`config.mk`:
```
export PLATFORM = sky130hd
export DESIGN_NAME = jpeg_mcu_scheduler
export DESIGN_NICKNAME = d
export VERILOG_FILES = /design/src/rtl/jpeg_sched_pkg.sv /design/src/rtl/jpeg_blk_counter.sv /design/src/rtl/jpeg_mcu_scheduler.sv
export SDC_FILE = /design/constraint.sdc
export NUM_CORES = 1
export LEC_CHECK = 0
export BUFFER_PORTS_ARGS = -buffer_cell sky130_fd_sc_hd__buf_2
export CORE_MARGIN = 10
export CORE_UTILIZATION = 50
export CTS_BUF_LIST = sky130_fd_sc_hd__clkbuf_8
export CTS_CLUSTER_SIZE = 16
export DETAILED_ROUTE_END_ITERATION = 10
export GPL_TIMING_DRIVEN = 0
export HOLD_SLACK_MARGIN = 0.1
export PLACE_DENSITY_LB_ADDON = 0.05
export SLEW_MARGIN = 10
export SYNTH_ARGS = -nofsm -noshare
export SYNTH_HDL_FRONTEND = slang
export SYNTH_SLANG_ARGS = --single-unit
```
`constraint.sdc`:
```
create_clock -name clk -period 6.5 [get_ports clk]
set_clock_uncertainty 0.2 [all_clocks]
set_input_delay 1.3 -clock clk [delete_from_list [all_inputs] [get_ports clk]]
set_output_delay 1.3 -clock clk [all_outputs]
set_load 0.01 [all_outputs]
```
`src/rtl/jpeg_sched_pkg.sv`:
```
`default_nettype none
// +--------------------------------------------------------------------------+
// | jpeg_sched_pkg                                                           |
// | Shared types, component codes and block-order lookup for the scheduler.  |
// | Rev 1.0                                                                  |
// +--------------------------------------------------------------------------+
package jpeg_sched_pkg;

    localparam int BLK_SAMPLES = 64;

    localparam logic [1:0] COMP_Y  = 2'd0;
    localparam logic [1:0] COMP_CB = 2'd1;
    localparam logic [1:0] COMP_CR = 2'd2;

    typedef enum logic [2:0] {
        ST_IDLE     = 3'd0,
        ST_WAIT_SRC = 3'd1,
        ST_STREAM   = 3'd2,
        ST_NEXT     = 3'd3,
        ST_DONE     = 3'd4,
        ST_MARK     = 3'd5
    } sched_state_e;

    // 4:2:0 order is Y0 Y1 Y2 Y3 Cb Cr; 4:4:4 order is Y Cb Cr.
    function automatic logic [1:0] blk_to_comp(input logic [2:0] blk_no, input logic sub420);
        logic [1:0] comp;
        comp = COMP_CR;
        if (sub420) begin
            if (blk_no < 3'd4)
                comp = COMP_Y;
            else if (blk_no == 3'd4)
                comp = COMP_CB;
        end else begin
            if (blk_no == 3'd0)
                comp = COMP_Y;
            else if (blk_no == 3'd1)
                comp = COMP_CB;
        end
        return comp;
    endfunction

endpackage
`default_nettype wire

```
`src/rtl/jpeg_blk_counter.sv`:
```
`default_nettype none
// +--------------------------------------------------------------------------+
// | jpeg_blk_counter                                                         |
// | Raster sample index within one 8x8 block, advanced on each handshake.    |
// | Rev 1.0                                                                  |
// +--------------------------------------------------------------------------+
module jpeg_blk_counter
    import jpeg_sched_pkg::*;
(
    input  logic       clk,
    input  logic       rst,
    input  logic       clr,
    input  logic       adv,
    output logic [5:0] idx,
    output logic       sob,
    output logic       eob
);

    logic [5:0] idx_q;
    logic [5:0] idx_d;

    // The index wraps 63 -> 0 on the last transfer, so the next block starts at 0.
    always_comb begin
        idx_d = idx_q;
        if (clr)
            idx_d = '0;
        else if (adv)
            idx_d = idx_q + 6'd1;
    end

    always_ff @(posedge clk or posedge rst) begin
        if (rst)
            idx_q <= '0;
        else
            idx_q <= idx_d;
    end

    assign idx = idx_q;
    assign sob = (idx_q == 6'd0);
    assign eob = (idx_q == 6'(BLK_SAMPLES - 1));

endmodule
`default_nettype wire

```
`src/rtl/jpeg_mcu_scheduler.sv`:
```
`default_nettype none
// +--------------------------------------------------------------------------+
// | jpeg_mcu_scheduler                                                       |
// | Sequences Y/Cb/Cr 8x8 blocks in MCU order into the shared DCT datapath.  |
// | Optional restart-marker handshake: define JPEG_SCHED_RESTART_EN.         |
// | Rev 1.0                                                                  |
// +--------------------------------------------------------------------------+
module jpeg_mcu_scheduler
    import jpeg_sched_pkg::*;
#(
    parameter int SUBSAMP_420  = 1,
    parameter int MCU_CNT_W    = 16,
    parameter int RST_INTERVAL = 8
) (
    input  logic                 clk,
    input  logic                 rst,
    input  logic                 start,
    input  logic [MCU_CNT_W-1:0] mcus_per_frame,
    input  logic [2:0]           blk_valid,
    output logic [2:0]           blk_ack,
    output logic [1:0]           rd_comp,
    output logic [5:0]           rd_idx,
    output logic                 dct_valid,
    input  logic                 dct_ready,
    output logic                 dct_sob,
    output logic                 dct_eob,
    output logic                 qtab_sel,
    output logic                 busy,
    output logic                 mcu_done,
    output logic                 frame_done
`ifdef JPEG_SCHED_RESTART_EN
    ,
    output logic                 rst_mark_req,
    input  logic                 rst_mark_ack,
    output logic [2:0]           rst_mark_num
`endif
);

    localparam logic       c_sub420   = (SUBSAMP_420 != 0);
    localparam logic [2:0] c_last_blk = c_sub420 ? 3'd5 : 3'd2;

    if (RST_INTERVAL < 1) begin : g_bad_rst_interval
        $error("RST_INTERVAL must be at least 1");
    end

    sched_state_e         state_q, state_d;
    logic [2:0]           blk_no_q, blk_no_d;
    logic [MCU_CNT_W-1:0] mcu_cnt_q, mcu_cnt_d;
    logic [MCU_CNT_W-1:0] mcu_tot_q, mcu_tot_d;

    logic                 w_accept;
    logic [1:0]           w_comp;
    logic                 w_src_valid;
    logic                 w_last_blk;
    logic [MCU_CNT_W-1:0] w_mcu_inc;
    logic                 w_last_mcu;
    logic                 w_xfer;
    logic                 w_sob;
    logic                 w_eob;

    assign w_accept   = (state_q == ST_IDLE) && start;
    assign w_comp     = blk_to_comp(blk_no_q, c_sub420);
    assign w_last_blk = (blk_no_q == c_last_blk);
    assign w_mcu_inc  = mcu_cnt_q + MCU_CNT_W'(1);
    assign w_last_mcu = (w_mcu_inc == mcu_tot_q);
    assign w_xfer     = (state_q == ST_STREAM) && dct_ready;

    always_comb begin
        case (w_comp)
            COMP_Y:  w_src_valid = blk_valid[0];
            COMP_CB: w_src_valid = blk_valid[1];
            default: w_src_valid = blk_valid[2];
        endcase
    end

    jpeg_blk_counter u_blk_counter (
        .clk (clk),
        .rst (rst),
        .clr (w_accept),
        .adv (w_xfer),
        .idx (rd_idx),
        .sob (w_sob),
        .eob (w_eob)
    );

`ifdef JPEG_SCHED_RESTART_EN
    localparam int c_rcnt_w = (RST_INTERVAL > 1) ? $clog2(RST_INTERVAL) : 1;

    logic [c_rcnt_w-1:0] rcnt_q, rcnt_d;
    logic [2:0]          mnum_q, mnum_d;
    logic                w_mark;

    // rcnt counts completed MCUs since the last marker.
    assign w_mark = (rcnt_q == c_rcnt_w'(RST_INTERVAL - 1));

    always_comb begin
        rcnt_d = rcnt_q;
        mnum_d = mnum_q;
        if (w_accept) begin
            rcnt_d = '0;
            mnum_d = '0;
        end else begin
            if (state_q == ST_NEXT && w_last_blk)
                rcnt_d = w_mark ? '0 : rcnt_q + c_rcnt_w'(1);
            if (state_q == ST_MARK && rst_mark_ack)
                mnum_d = mnum_q + 3'd1;
        end
    end

    always_ff @(posedge clk or posedge rst) begin
        if (rst) begin
            rcnt_q <= '0;
            mnum_q <= '0;
        end else begin
            rcnt_q <= rcnt_d;
            mnum_q <= mnum_d;
        end
    end

    assign rst_mark_req = (state_q == ST_MARK);
    assign rst_mark_num = mnum_q;
`endif

    always_ff @(posedge clk or posedge rst) begin
        if (rst)
            state_q <= ST_IDLE;
        else
            state_q <= state_d;
    end

    always_comb begin
        state_d = state_q;
        case (state_q)
            ST_IDLE:     if (start) state_d = ST_WAIT_SRC;
            ST_WAIT_SRC: if (w_src_valid) state_d = ST_STREAM;
            ST_STREAM:   if (dct_ready && w_eob) state_d = ST_NEXT;
            ST_NEXT: begin
                if (w_last_blk && w_last_mcu)
                    state_d = ST_DONE;
`ifdef JPEG_SCHED_RESTART_EN
                else if (w_last_blk && w_mark)
                    state_d = ST_MARK;
`endif
                else
                    state_d = ST_WAIT_SRC;
            end
            ST_DONE:     state_d = ST_IDLE;
`ifdef JPEG_SCHED_RESTART_EN
            ST_MARK:     if (rst_mark_ack) state_d = ST_WAIT_SRC;
`endif
            default:     state_d = ST_IDLE;
        endcase
    end

    // A requested count of zero still encodes one MCU.
    always_comb begin
        blk_no_d  = blk_no_q;
        mcu_cnt_d = mcu_cnt_q;
        mcu_tot_d = mcu_tot_q;
        if (w_accept) begin
            blk_no_d  = '0;
            mcu_cnt_d = '0;
            mcu_tot_d = (mcus_per_frame == '0) ? MCU_CNT_W'(1) : mcus_per_frame;
        end else if (state_q == ST_NEXT) begin
            if (w_last_blk) begin
                blk_no_d  = '0;
                mcu_cnt_d = w_mcu_inc;
            end else begin
                blk_no_d  = blk_no_q + 3'd1;
            end
        end
    end

    always_ff @(posedge clk or posedge rst) begin
        if (rst) begin
            blk_no_q  <= '0;
            mcu_cnt_q <= '0;
            mcu_tot_q <= '0;
        end else begin
            blk_no_q  <= blk_no_d;
            mcu_cnt_q <= mcu_cnt_d;
            mcu_tot_q <= mcu_tot_d;
        end
    end

    always_comb begin
        blk_ack    = 3'b000;
        dct_valid  = (state_q == ST_STREAM);
        mcu_done   = (state_q == ST_NEXT) && w_last_blk;
        frame_done = (state_q == ST_DONE);
        busy       = (state_q != ST_IDLE);
        if (state_q == ST_NEXT) begin
            case (w_comp)
                COMP_Y:  blk_ack = 3'b001;
                COMP_CB: blk_ack = 3'b010;
                default: blk_ack = 3'b100;
            endcase
        end
    end

    assign rd_comp  = w_comp;
    assign qtab_sel = (w_comp != COMP_Y);
    assign dct_sob  = dct_valid && w_sob;
    assign dct_eob  = dct_valid && w_eob;

endmodule
`default_nettype wire

```
==> impl_metrics.json, run 1 <==
{
  "r2r_setup_slack_ns": 3.66,
  "antenna_found_initial": 0,
  "min_period_ns": 3.86,
  "ctsRootBufferMaster": "clkbuf_8",
  "io_pins": 41,
  "grt_pass1_vias": 2279,
  "wl_per_cell_um": 15.3,
  "reg2regPathDepth": 7,
  "crit_required_ns": 5.00,
  "drtPass1Iterations": 4,
  "viasPerCell": 5.34,
  "seq_area_frac_synth_pct": 42.0,
  "max_freq_ghz": 0.259,
  "hold_violations": 0,
  "area.growth.synth_to_final_pct": 15.2,
  "path_buf_inv": 4,
  "grt_pass1_wl_um": 11200,
  "syn_area_sq_mm": 0.00262,
  "die_x_um": 92.4,
  "crit_start": "state_q[0]",
  "syn_nets": 336,
  "rows": 26,
  "cts_setup_buffers": 0,
  "hold_buffers": 0,
  "tns_ns": 0,
  "drive_gt1_share_pct": 16.7,
  "insertion_delay_ns": 0.30,
  "holdPathStages": 2,
  "ant_nets": 0,
  "htreeDepth": 2,
  "cts_sinks": 44,
  "final_nets": 384,
  "regArea_sq_mm": 0.00110,
  "cts_buffer_depth": 2,
  "grt-ovfl-total": 0,
  "max_slew_margin_pct": 36.9,
  "finalSetupViolations": 0,
  "cp_top_family": "buffers and inverters",
  "fp.coreArea_sq_mm": 0.00511,
  "outcome": "completed",
  "grt_usage_pct": 16.3,
  "finalWirelength_um": 6560,
  "antennaDiodeCount": 0,
  "start_kind": "flop",
  "syn-mean-instance-area_sq_um": 8.45,
  "drv_cap": 0,
  "initial_core_util_pct": 51.3,
  "ys_warn_count": 0,
  "mostFrequentLayoutCells": "65 x nand2_1, 44 x dfrtp_1, 43 x buf_2",
  "grt_start_max_net_pins": 27,
  "multi_input_area_sq_mm": 0.00142,
  "min_to": "mcu_tot_q[6]",
  "final_common_cell": "nand2_1",
  "max_stage_delay_ns": 0.43,
  "timing_worst_setup_path_type": "reg -> out",
  "cp.arrival_ns": 2.36,
  "place_hpwl_um": 4860,
  "synth_enable_flop_cells": 0,
  "globalplace.congestion": 0.881,
  "postSynthCellCount": 310,
  "crit_top_cell": "clkbuf_1",
  "synth_ff_type": "dfrtp_1",
  "cts_tree": "done",
  "fillers": 507,
  "drt_iter0_markers": 103,
  "hp-start": "mcu_tot_q[6]",
  "vias": 2289,
  "slowest_stage": "clkbuf_1",
  "p_per_area_mw_per_mm2": 364,
  "drcViolationCount": 0,
  "die_y_um": 92.4,
  "hold_class": "reg -> reg",
  "post_cts_resized": 0,
  "fin_crit_sh_pct": 59.3,
  "ys_seq_elements": 44,
  "finalMaxSlewViolations": 0,
  "synthArstFlopShare_pct": 100,
  "io_buffer_count": 40,
  "p_leak_nw": 1.43,
  "r2r_start": "mcu_cnt_q[0]",
  "clkSlewWorstSetupHoldPaths_ns": 0.08,
  "vdd_ir_drop_max_mv": 0.154,
  "r2r_end": "state_q[0]",
  "cp_max_fo": 10,
  "crit_chain": "clkbuf_1 > nand4b_1 > or2_0 > inv_1 > clkbuf_1 > buf_2",
  "numCtsBuffers": 5,
  "ys_types": 47,
  "die-area_sq_mm": 0.00853,
  "place_worst_setup_slack_ns": 3.00,
  "worstMarginPinSlew_ns": 0.922,
  "critical_path.endpoint_type": "output pin",
  "fin_ws_ns": 2.64,
  "rsz0062_at_grt": "no"
}
[worst max path at each step]
stage                          end  slack, ns  cells past startpoint
after CTS                 mcu_done       2.63                      6
after global placement    mcu_done       2.99                      6
after floorplan           mcu_done       3.58                      5
after global routing      mcu_done       2.41                      6
final                     mcu_done       2.64                      6
after detailed placement  mcu_done       3.00                      6
[worst reg2reg max path, delay by kind of cell (launching register included)]
kind	cells	cell delay [ns]
AOI/OAI and AO/OA	2	1.05
xor gates and xnor gates	1	0.24
adders and majority gates	1	0.30
DFF	1	0.48
and+or+nand+nor	3	0.47
[cells in the mapped netlist, drive strengths merged (2+ instances only)]
| cell | instances | area, sq um |
|---|---|---|
| or2 | 2 | 12.5 |
| xnor2 | 20 | 175 |
| inv | 8 | 30.0 |
| nor4 | 6 | 52.6 |
| o31ai | 4 | 30.0 |
| nand3 | 10 | 62.6 |
| nand4 | 9 | 86.3 |
| nor2b | 2 | 12.5 |
| o21ai | 26 | 130 |
| a21oi | 8 | 40.0 |
| o21a | 2 | 15.0 |
| and2 | 4 | 25.0 |
| ha | 3 | 37.5 |
| xor2 | 11 | 96.3 |
| clkbuf | 15 | 56.3 |
| nor2 | 30 | 113 |
| nor3b | 4 | 30.0 |
| nand2b | 2 | 12.5 |
| o41ai | 2 | 17.5 |
| nand2 | 65 | 244 |
| and3 | 4 | 25.0 |
| nor3 | 8 | 45.0 |
| and4 | 2 | 18.8 |
| a21boi | 2 | 18.8 |
| nand3b | 2 | 15.0 |
| dfrtp | 44 | 1100 |
| buf | 3 | 15.0 |
[cell type report]
class                      count  share of cell area [%]
inverter                       8                   0.995
multi-input combinational    240                    47.0
sequential                    44                    36.5
timing repair buffer          41                    7.30
clock inverter                 2                   0.249
buffer                        18                    2.36
clock buffer                   6                    2.74
tap                           70                    2.90
[stage by stage]
stage                     utilization (%)  cell area [sq um]  power [mW]  cells  hold WS, ns
after floorplan                         -               2620       0.793    310        0.265
after global placement               56.9               2910       0.916    420        0.283
after detailed placement             57.3               2930       0.927    421        0.288
after CTS                            59.1               3020        1.11    429        0.308
after global routing                 59.1               3020        1.20    429        0.334
final                                59.1               3020        1.10    429        0.303
[sequential cells by signal, summed over array words and instances, names as in the netlist]
signal	flops
state_q	3
mcu_tot_q	16
u_blk_counter.idx	6
blk_no_q	3
mcu_cnt_q	16
[routing by layer]
layer	track usage, %	wire (um)	vias up
met5	0	0	-
met4	5.27	98	0
met3	4.20	296	9
met2	26.8	3200	44
met1	20.3	2960	1076
li1	-	-	1160
[kinds of logic after synthesis]
logic type,count (synthesis),share of synthesized area (%)
AO/OA/AOI/OAI,53,12.5
XOR/XNOR,31,10.4
adder cells (fa/ha/maj),3,1.43
buffers and inverters,26,3.87
flip-flops,44,42.0
AND/OR/NAND/NOR,153,29.8
[report_power, final]
part           leakage, nW  internal (mW)  switching (mW)  total (mW)
Sequential           0.580          0.365          0.0933       0.459
Clock               0.0538         0.0837          0.0923       0.176
Combinational        0.801          0.201           0.263       0.464
(Power assumes the default switching activity.)
==> run 2, diff against run 1 <==
==> constraint.sdc (replaced) <==
create_clock -name clk -period 3.3 [get_ports clk]
set_clock_uncertainty 0.2 [all_clocks]
set_input_delay 0.66 -clock clk [delete_from_list [all_inputs] [get_ports clk]]
set_output_delay 0.66 -clock clk [all_outputs]
set_load 0.01 [all_outputs]
==> run 2 against run 1 <==
- utilization down 0.074 points
- routed wire length down 0.11%
- setup slack got worse by 2.4 ns
- global-route usage unchanged
- final cell count fell by 0.23%
- sequential share of layout area hardly changed
- critical path depth is 1 lower
- sequential power up 97%
- final area decreased by 0.12%
- critical path type unchanged
- largest power group unchanged
- highest routed layer unchanged
==> impl_metrics.json, run 2 (synthesis results as in run 1) <==
{
  "finalMaxSlewViolations": 0,
  "htreeDepth": 2,
  "start_kind": "flop",
  "min_period_ns": 3.02,
  "cts_sinks": 44,
  "die_x_um": 92.4,
  "p_leak_nw": 1.43,
  "drt_iter0_markers": 133,
  "final_nets": 383,
  "slowest_stage": "inv_1",
  "tns_ns": 0,
  "final_common_cell": "nand2_1",
  "grt_pass1_wl_um": 11200,
  "wl_per_cell_um": 15.3,
  "outcome": "completed",
  "fillers": 509,
  "antennaDiodeCount": 0,
  "drcViolationCount": 0,
  "timing_worst_setup_path_type": "reg -> out",
  "io_buffer_count": 40,
  "cts_setup_buffers": 0,
  "grt-ovfl-total": 0,
  "utilization_pct": 59.0,
  "cp.arrival_ns": 2.16,
  "p_per_area_mw_per_mm2": 718,
  "holdWs_ns": 0.145,
  "hold_buffers": 0,
  "ctsRootBufferMaster": "clkbuf_8",
  "drive_gt1_share_pct": 16.8,
  "grt_pass1_vias": 2279,
  "worstMarginPinSlew_ns": 0.917,
  "die_y_um": 92.4,
  "rows": 26,
  "mostFrequentLayoutCells": "65 x nand2_1, 44 x dfrtp_1, 43 x buf_2",
  "hold_violations": 0,
  "io_pins": 41,
  "die-area_sq_mm": 0.00853,
  "finalWirelength_um": 6550,
  "drv_cap": 0,
  "hold_class": "in -> async",
  "fp.coreArea_sq_mm": 0.00511,
  "insertion_delay_ns": 0.30,
  "numCtsBuffers": 5,
  "globalplace.congestion": 0.881,
  "fin_area_sq_mm": 0.00301,
  "max_slew_margin_pct": 37.3,
  "viasPerCell": 5.35,
  "finalSetupViolations": 0,
  "antenna_found_initial": 0,
  "cts_buffer_depth": 2,
  "crit_chain": "clkbuf_1 > nand4b_1 > or2_0 > inv_1 > buf_2",
  "place_area_sq_mm": 0.00293,
  "initial_core_util_pct": 51.3,
  "place_hpwl_um": 4860,
  "max_stage_delay_ns": 0.38,
  "vias": 2290,
  "area.growth.synth_to_final_pct": 15.1,
  "dp_cells": 421,
  "crit_required_ns": 2.44,
  "post_cts_resized": 0,
  "max_freq_ghz": 0.331,
  "drtPass1Iterations": 4,
  "grt_usage_pct": 16.3,
  "fin_crit_sh_pct": 91.5,
  "cp_max_fo": 12,
  "cts_tree": "done",
  "vdd_ir_drop_max_mv": 0.303,
  "ant_nets": 0,
  "clkSlewWorstSetupHoldPaths_ns": 0.08,
  "critical_path.endpoint_type": "output pin",
  "rsz0062_at_grt": "no",
  "grt_start_max_net_pins": 27,
  "finalNonFillerCells": 428
}
run 2: cell types whose count changed in the layout (fill, tap and decap cells not counted):
cell,change
clkbuf_1,-1
run 2: per-layer routing:
| metal | share of wire, % | GRT usage, % | up-vias |
|---|---|---|---|
| met1 | 46 | 20.3 | 1089 |
| li1 | - | - | 1159 |
| met3 | 3.6 | 4.20 | 8 |
| met4 | 1.3 | 5.27 | 0 |
| met2 | 49 | 26.8 | 34 |
| met5 | 0 | 0 | - |
run 2: stage by stage:
stage	power [mW]	worst slack [ns]
floorplan	1.56	0.962
global placement	1.80	0.426
detailed placement	1.83	0.437
CTS	2.18	0.0749
global route	2.36	0.0794
finish	2.16	0.282
run 2: power breakdown:
| group | leakage, nW | internal [mW] | total [mW] | switching (mW) |
|---|---|---|---|---|
| clock network | 0.0538 | 0.165 | 0.346 | 0.181 |
| logic | 0.800 | 0.396 | 0.913 | 0.517 |
| registers | 0.580 | 0.720 | 0.903 | 0.184 |
| total | 1.43 | 1.28 | 2.16 | 0.882 |
run 2: final timing paths:
kind | start | endpoint | slack (ns) | cells after the start
max | state_q[0] | mcu_done | 0.28 | 5
min | rst | mcu_tot_q[1] | 0.14 | 2
max reg2reg | mcu_cnt_q[0] | state_q[0] | 0.46 | 7
min reg2reg | mcu_tot_q[6] | mcu_tot_q[6] | 0.30 | 2
max in group asynchronous | rst | mcu_tot_q[0] | 2.27 | 3
min in group clk | mcu_tot_q[6] | mcu_tot_q[6] | 0.30 | 2
run 2: cell type report:
class | instances | area, sq um | area share (%)
Tap cell | 70 | 87.6 | 2.91
Inverter | 8 | 30.0 | 0.997
Clock buffer | 6 | 82.6 | 2.74
Sequential cell | 44 | 1100 | 36.5
Clock inverter | 2 | 7.51 | 0.249
Multi-Input combinational cell | 240 | 1420 | 47.0
Timing Repair Buffer | 41 | 220 | 7.31
Buffer | 17 | 67.6 | 2.24
run 2: critical path: cells and delay by family (launching register included):
kind                   cells  cell delay [ns]
AND/OR/NAND/NOR            2             0.61
buffers and inverters      3             0.92
flip-flops                 1             0.32
==> run 3, diff against run 2 <==
--- a/config.mk
+++ b/config.mk
@@ -6,6 +6,7 @@
 export NUM_CORES = 1
 export LEC_CHECK = 0
 export BUFFER_PORTS_ARGS = -buffer_cell sky130_fd_sc_hd__buf_2
+export CORE_ASPECT_RATIO = 1.2
 export CORE_MARGIN = 10
 export CORE_UTILIZATION = 50
 export CTS_BUF_LIST = sky130_fd_sc_hd__clkbuf_8
@@ -17,4 +18,5 @@
 export SLEW_MARGIN = 10
 export SYNTH_ARGS = -nofsm -noshare
 export SYNTH_HDL_FRONTEND = slang
+export SYNTH_HIERARCHICAL = 1
 export SYNTH_SLANG_ARGS = --single-unit
==> run 3 against run 2 <==
- first-iteration DRC count decreased by 43%
- setup slack improved by 0.0088 ns
- final cell count decreased by 8.9%
- combinational power decreased by 29%
- largest cell class unchanged
- via count decreased by 4.5%
- sequential share of layout area decreased by 0.74 points
==> impl_metrics.json, run 3 <==
{
  "mostFrequentLayoutCells": "44 x dfrtp_1, 42 x buf_2, 28 x o21ai_0",
  "wl_per_cell_um": 15.9,
  "synth_enable_flop_cells": 0,
  "vdd_ir_drop_max_mv": 0.348,
  "area.growth.synth_to_final_pct": 15.0,
  "crit_start": "state_q[0]",
  "cp.arrival_ns": 2.15,
  "multi_input_area_sq_mm": 0.00143,
  "rsz0062_at_grt": "no",
  "numCtsBuffers": 5,
  "antennaDiodeCount": 0,
  "crit_chain": "nand2_1 > nor2_1 > nand2_1 > clkinv_1 > buf_2",
  "ant_nets": 0,
  "min_period_ns": 3.01,
  "drtPass1Iterations": 4,
  "fin_crit_sh_pct": 91.2,
  "start_kind": "flop",
  "ctsRootBufferMaster": "clkbuf_8",
  "drt_iter0_markers": 76,
  "viasPerCell": 5.61,
  "die_y_um": 100,
  "htreeDepth": 2,
  "slowest_stage": "nor2_1",
  "yosys.area.top_type": "dfrtp_1",
  "synth_top_area_share_pct": 41.2,
  "crit_top_cell": "nand2_1",
  "io_buffer_count": 40,
  "final_nets": 353,
  "timing_worst_setup_path_type": "reg -> out",
  "die-area_sq_mm": 0.00868,
  "antenna_found_initial": 0,
  "met3_usage_pct": 3.57,
  "postSynthCellCount": 278,
  "hold_class": "reg -> reg",
  "grt_start_max_net_pins": 38,
  "gr-usage-met1_pct": 18.0,
  "pwr-share-clk_pct": 19.7,
  "synthArstFlopShare_pct": 100,
  "grt-ovfl-total": 0,
  "fillers": 507,
  "r2r_start": "mcu_cnt_q[0]",
  "p_per_area_mw_per_mm2": 594,
  "ys_warn_count": 6,
  "cts_tree": "done",
  "critical_path.endpoint": "mcu_done",
  "synth_commonest_cells": "44 x dfrtp_1, 28 x o21ai_0, 25 x nor2_1, 20 x nand2_1, 16 x xnor2_1",
  "clkSlewWorstSetupHoldPaths_ns": 0.08,
  "cts_buffer_depth": 2,
  "rows": 29,
  "p_sw_share_pct": 35.6,
  "initial_core_util_pct": 51.2,
  "vias": 2186,
  "fp.coreArea_sq_mm": 0.00523,
  "hold_violations": 0,
  "r2r_end": "state_q[0]",
  "grt_pass1_vias": 2252,
  "max_freq_ghz": 0.332,
  "drcViolationCount": 0,
  "max_stage_delay_ns": 0.45,
  "power_frac_comb_pct": 35.5,
  "seq_area_frac_synth_pct": 41.2,
  "globalplace.congestion": 0.849,
  "grt_pass1_wl_um": 10500,
  "synth_most_common_cell": "dfrtp_1",
  "insertion_delay_ns": 0.30,
  "regArea_sq_mm": 0.00110,
  "cp_max_fo": 10,
  "finalMaxSlewViolations": 0,
  "power_frac_seq_pct": 44.8,
  "netlist_top_cells_area": "dfrtp_1 41%, mux2_2 5.9%, o21ai_0 5.2%",
  "grt_util_met2_pct": 24.2,
  "p_leak_nw": 1.39,
  "io_pins": 41,
  "reg2regPathDepth": 7,
  "final_common_cell": "dfrtp_1",
  "p_switching_uw": 650,
  "max_slew_margin_pct": 51.3,
  "hp-start": "mcu_cnt_q[15]",
  "syn_area_sq_mm": 0.00267,
  "cts_setup_buffers": 0,
  "power.total_mw": 1.83,
  "outcome": "completed",
  "utilization_pct": 58.9,
  "grt_usage_pct": 14.8,
  "drv_cap": 0,
  "place_hpwl_um": 4750,
  "tns_ns": 0,
  "drive_gt1_share_pct": 24.1,
  "finalWirelength_um": 6190,
  "worstMarginPinSlew_ns": 0.731,
  "die_x_um": 86.8,
  "ys_seq_elements": 44,
  "ys_types": 54,
  "cts_sinks": 44,
  "syn-mean-instance-area_sq_um": 9.62,
  "syn_nets": 304,
  "r2r_setup_slack_ns": 0.54,
  "critical_path.endpoint_type": "output pin",
  "crit_required_ns": 2.44,
  "finalSetupViolations": 0,
  "busiest_layer": "met2",
  "synth_ff_type": "dfrtp_1",
  "internal_power_mw": 1.18
}
run 3: cell count changes in the layout (fill, tap and decap cells not counted), sizes merged, moves of 4 or more:
cell,before,now
or3,1,5
nand2,65,20
xnor2,20,16
and3,4,9
clkbuf,20,14
nor2,30,25
nor3,8,4
mux2,0,14
run 3: cell families (layout without fill, tap and decap cells):
group	count (synthesis)	count (layout)	synth area share, %
xor+xnor	27	27	8.84
buf+inv	22	72	5.33
fa+ha+maj	3	3	1.40
simple gates	108	108	23.5
mux	15	15	6.27
flops	44	44	41.2
compound gates	59	59	13.5
run 3: layer usage:
| metal | vias to the layer above | part of all wire (%) |
|---|---|---|
| met5 | - | 0 |
| met4 | 0 | 2.5 |
| met3 | 14 | 4.2 |
| met2 | 48 | 47 |
| met1 | 1019 | 46 |
| li1 | 1105 | - |
run 3: worst min-delay path by stage:
stage | endpoint | slack, ns | cells after the start
after CTS | mcu_cnt_q[15] | 0.32 | 1
final | mcu_cnt_q[15] | 0.31 | 1
after global placement | mcu_cnt_q[15] | 0.31 | 1
after global routing | mcu_cnt_q[15] | 0.34 | 1
after floorplan | u_blk_counter/idx[0] | 0.25 | 1
after detailed placement | mcu_cnt_q[15] | 0.30 | 1
run 3: repair_timing:
action,CTS,global route
gates resized for setup,0,0
hold buffers,1,0
hold endpoints to repair,7,0
run 3: final cells by class:
| class | instances | area share, % |
|---|---|---|
| sequential | 44 | 35.8 |
| tap | 62 | 2.52 |
| inverter | 9 | 1.10 |
| clock buffer | 6 | 2.69 |
| timing repair buffer | 42 | 7.49 |
| clock inverter | 2 | 0.366 |
| multi-input combinational | 212 | 46.5 |
| buffer | 13 | 3.54 |
run 3: power groups by stage:
| stage | clock network (mW) | logic (mW) | registers (mW) |
|---|---|---|---|
| 2_1_floorplan | 0 | 0.500 | 0.791 |
| 3_3_place_gp | 0 | 0.644 | 0.823 |
| 3_5_place_dp | 0 | 0.658 | 0.831 |
| 4_1_cts | 0.369 | 0.661 | 0.819 |
| 5_1_grt | 0.386 | 0.736 | 0.843 |
| 6_report | 0.360 | 0.648 | 0.818 |
run 3: critical path, delay by kind of cell, from the launching register on:
| family | cells | cell delay [ns] |
|---|---|---|
| buffers and inverters | 2 | 0.48 |
| DFF | 1 | 0.43 |
| and+or+nand+nor | 3 | 0.94 |
run 3: through the flow:
stage / hold WS (ns) / setup WS, ns / cells / area, sq um
final: 0.308 / 0.290 / 390 / 3080
after global routing: 0.337 / 0.0314 / 390 / 3080
after CTS: 0.315 / 0.201 / 390 / 3080
after detailed placement: 0.301 / 0.535 / 381 / 2970
after global placement: 0.305 / 0.513 / 380 / 2950
after floorplan: 0.251 / 1.01 / 278 / 2670
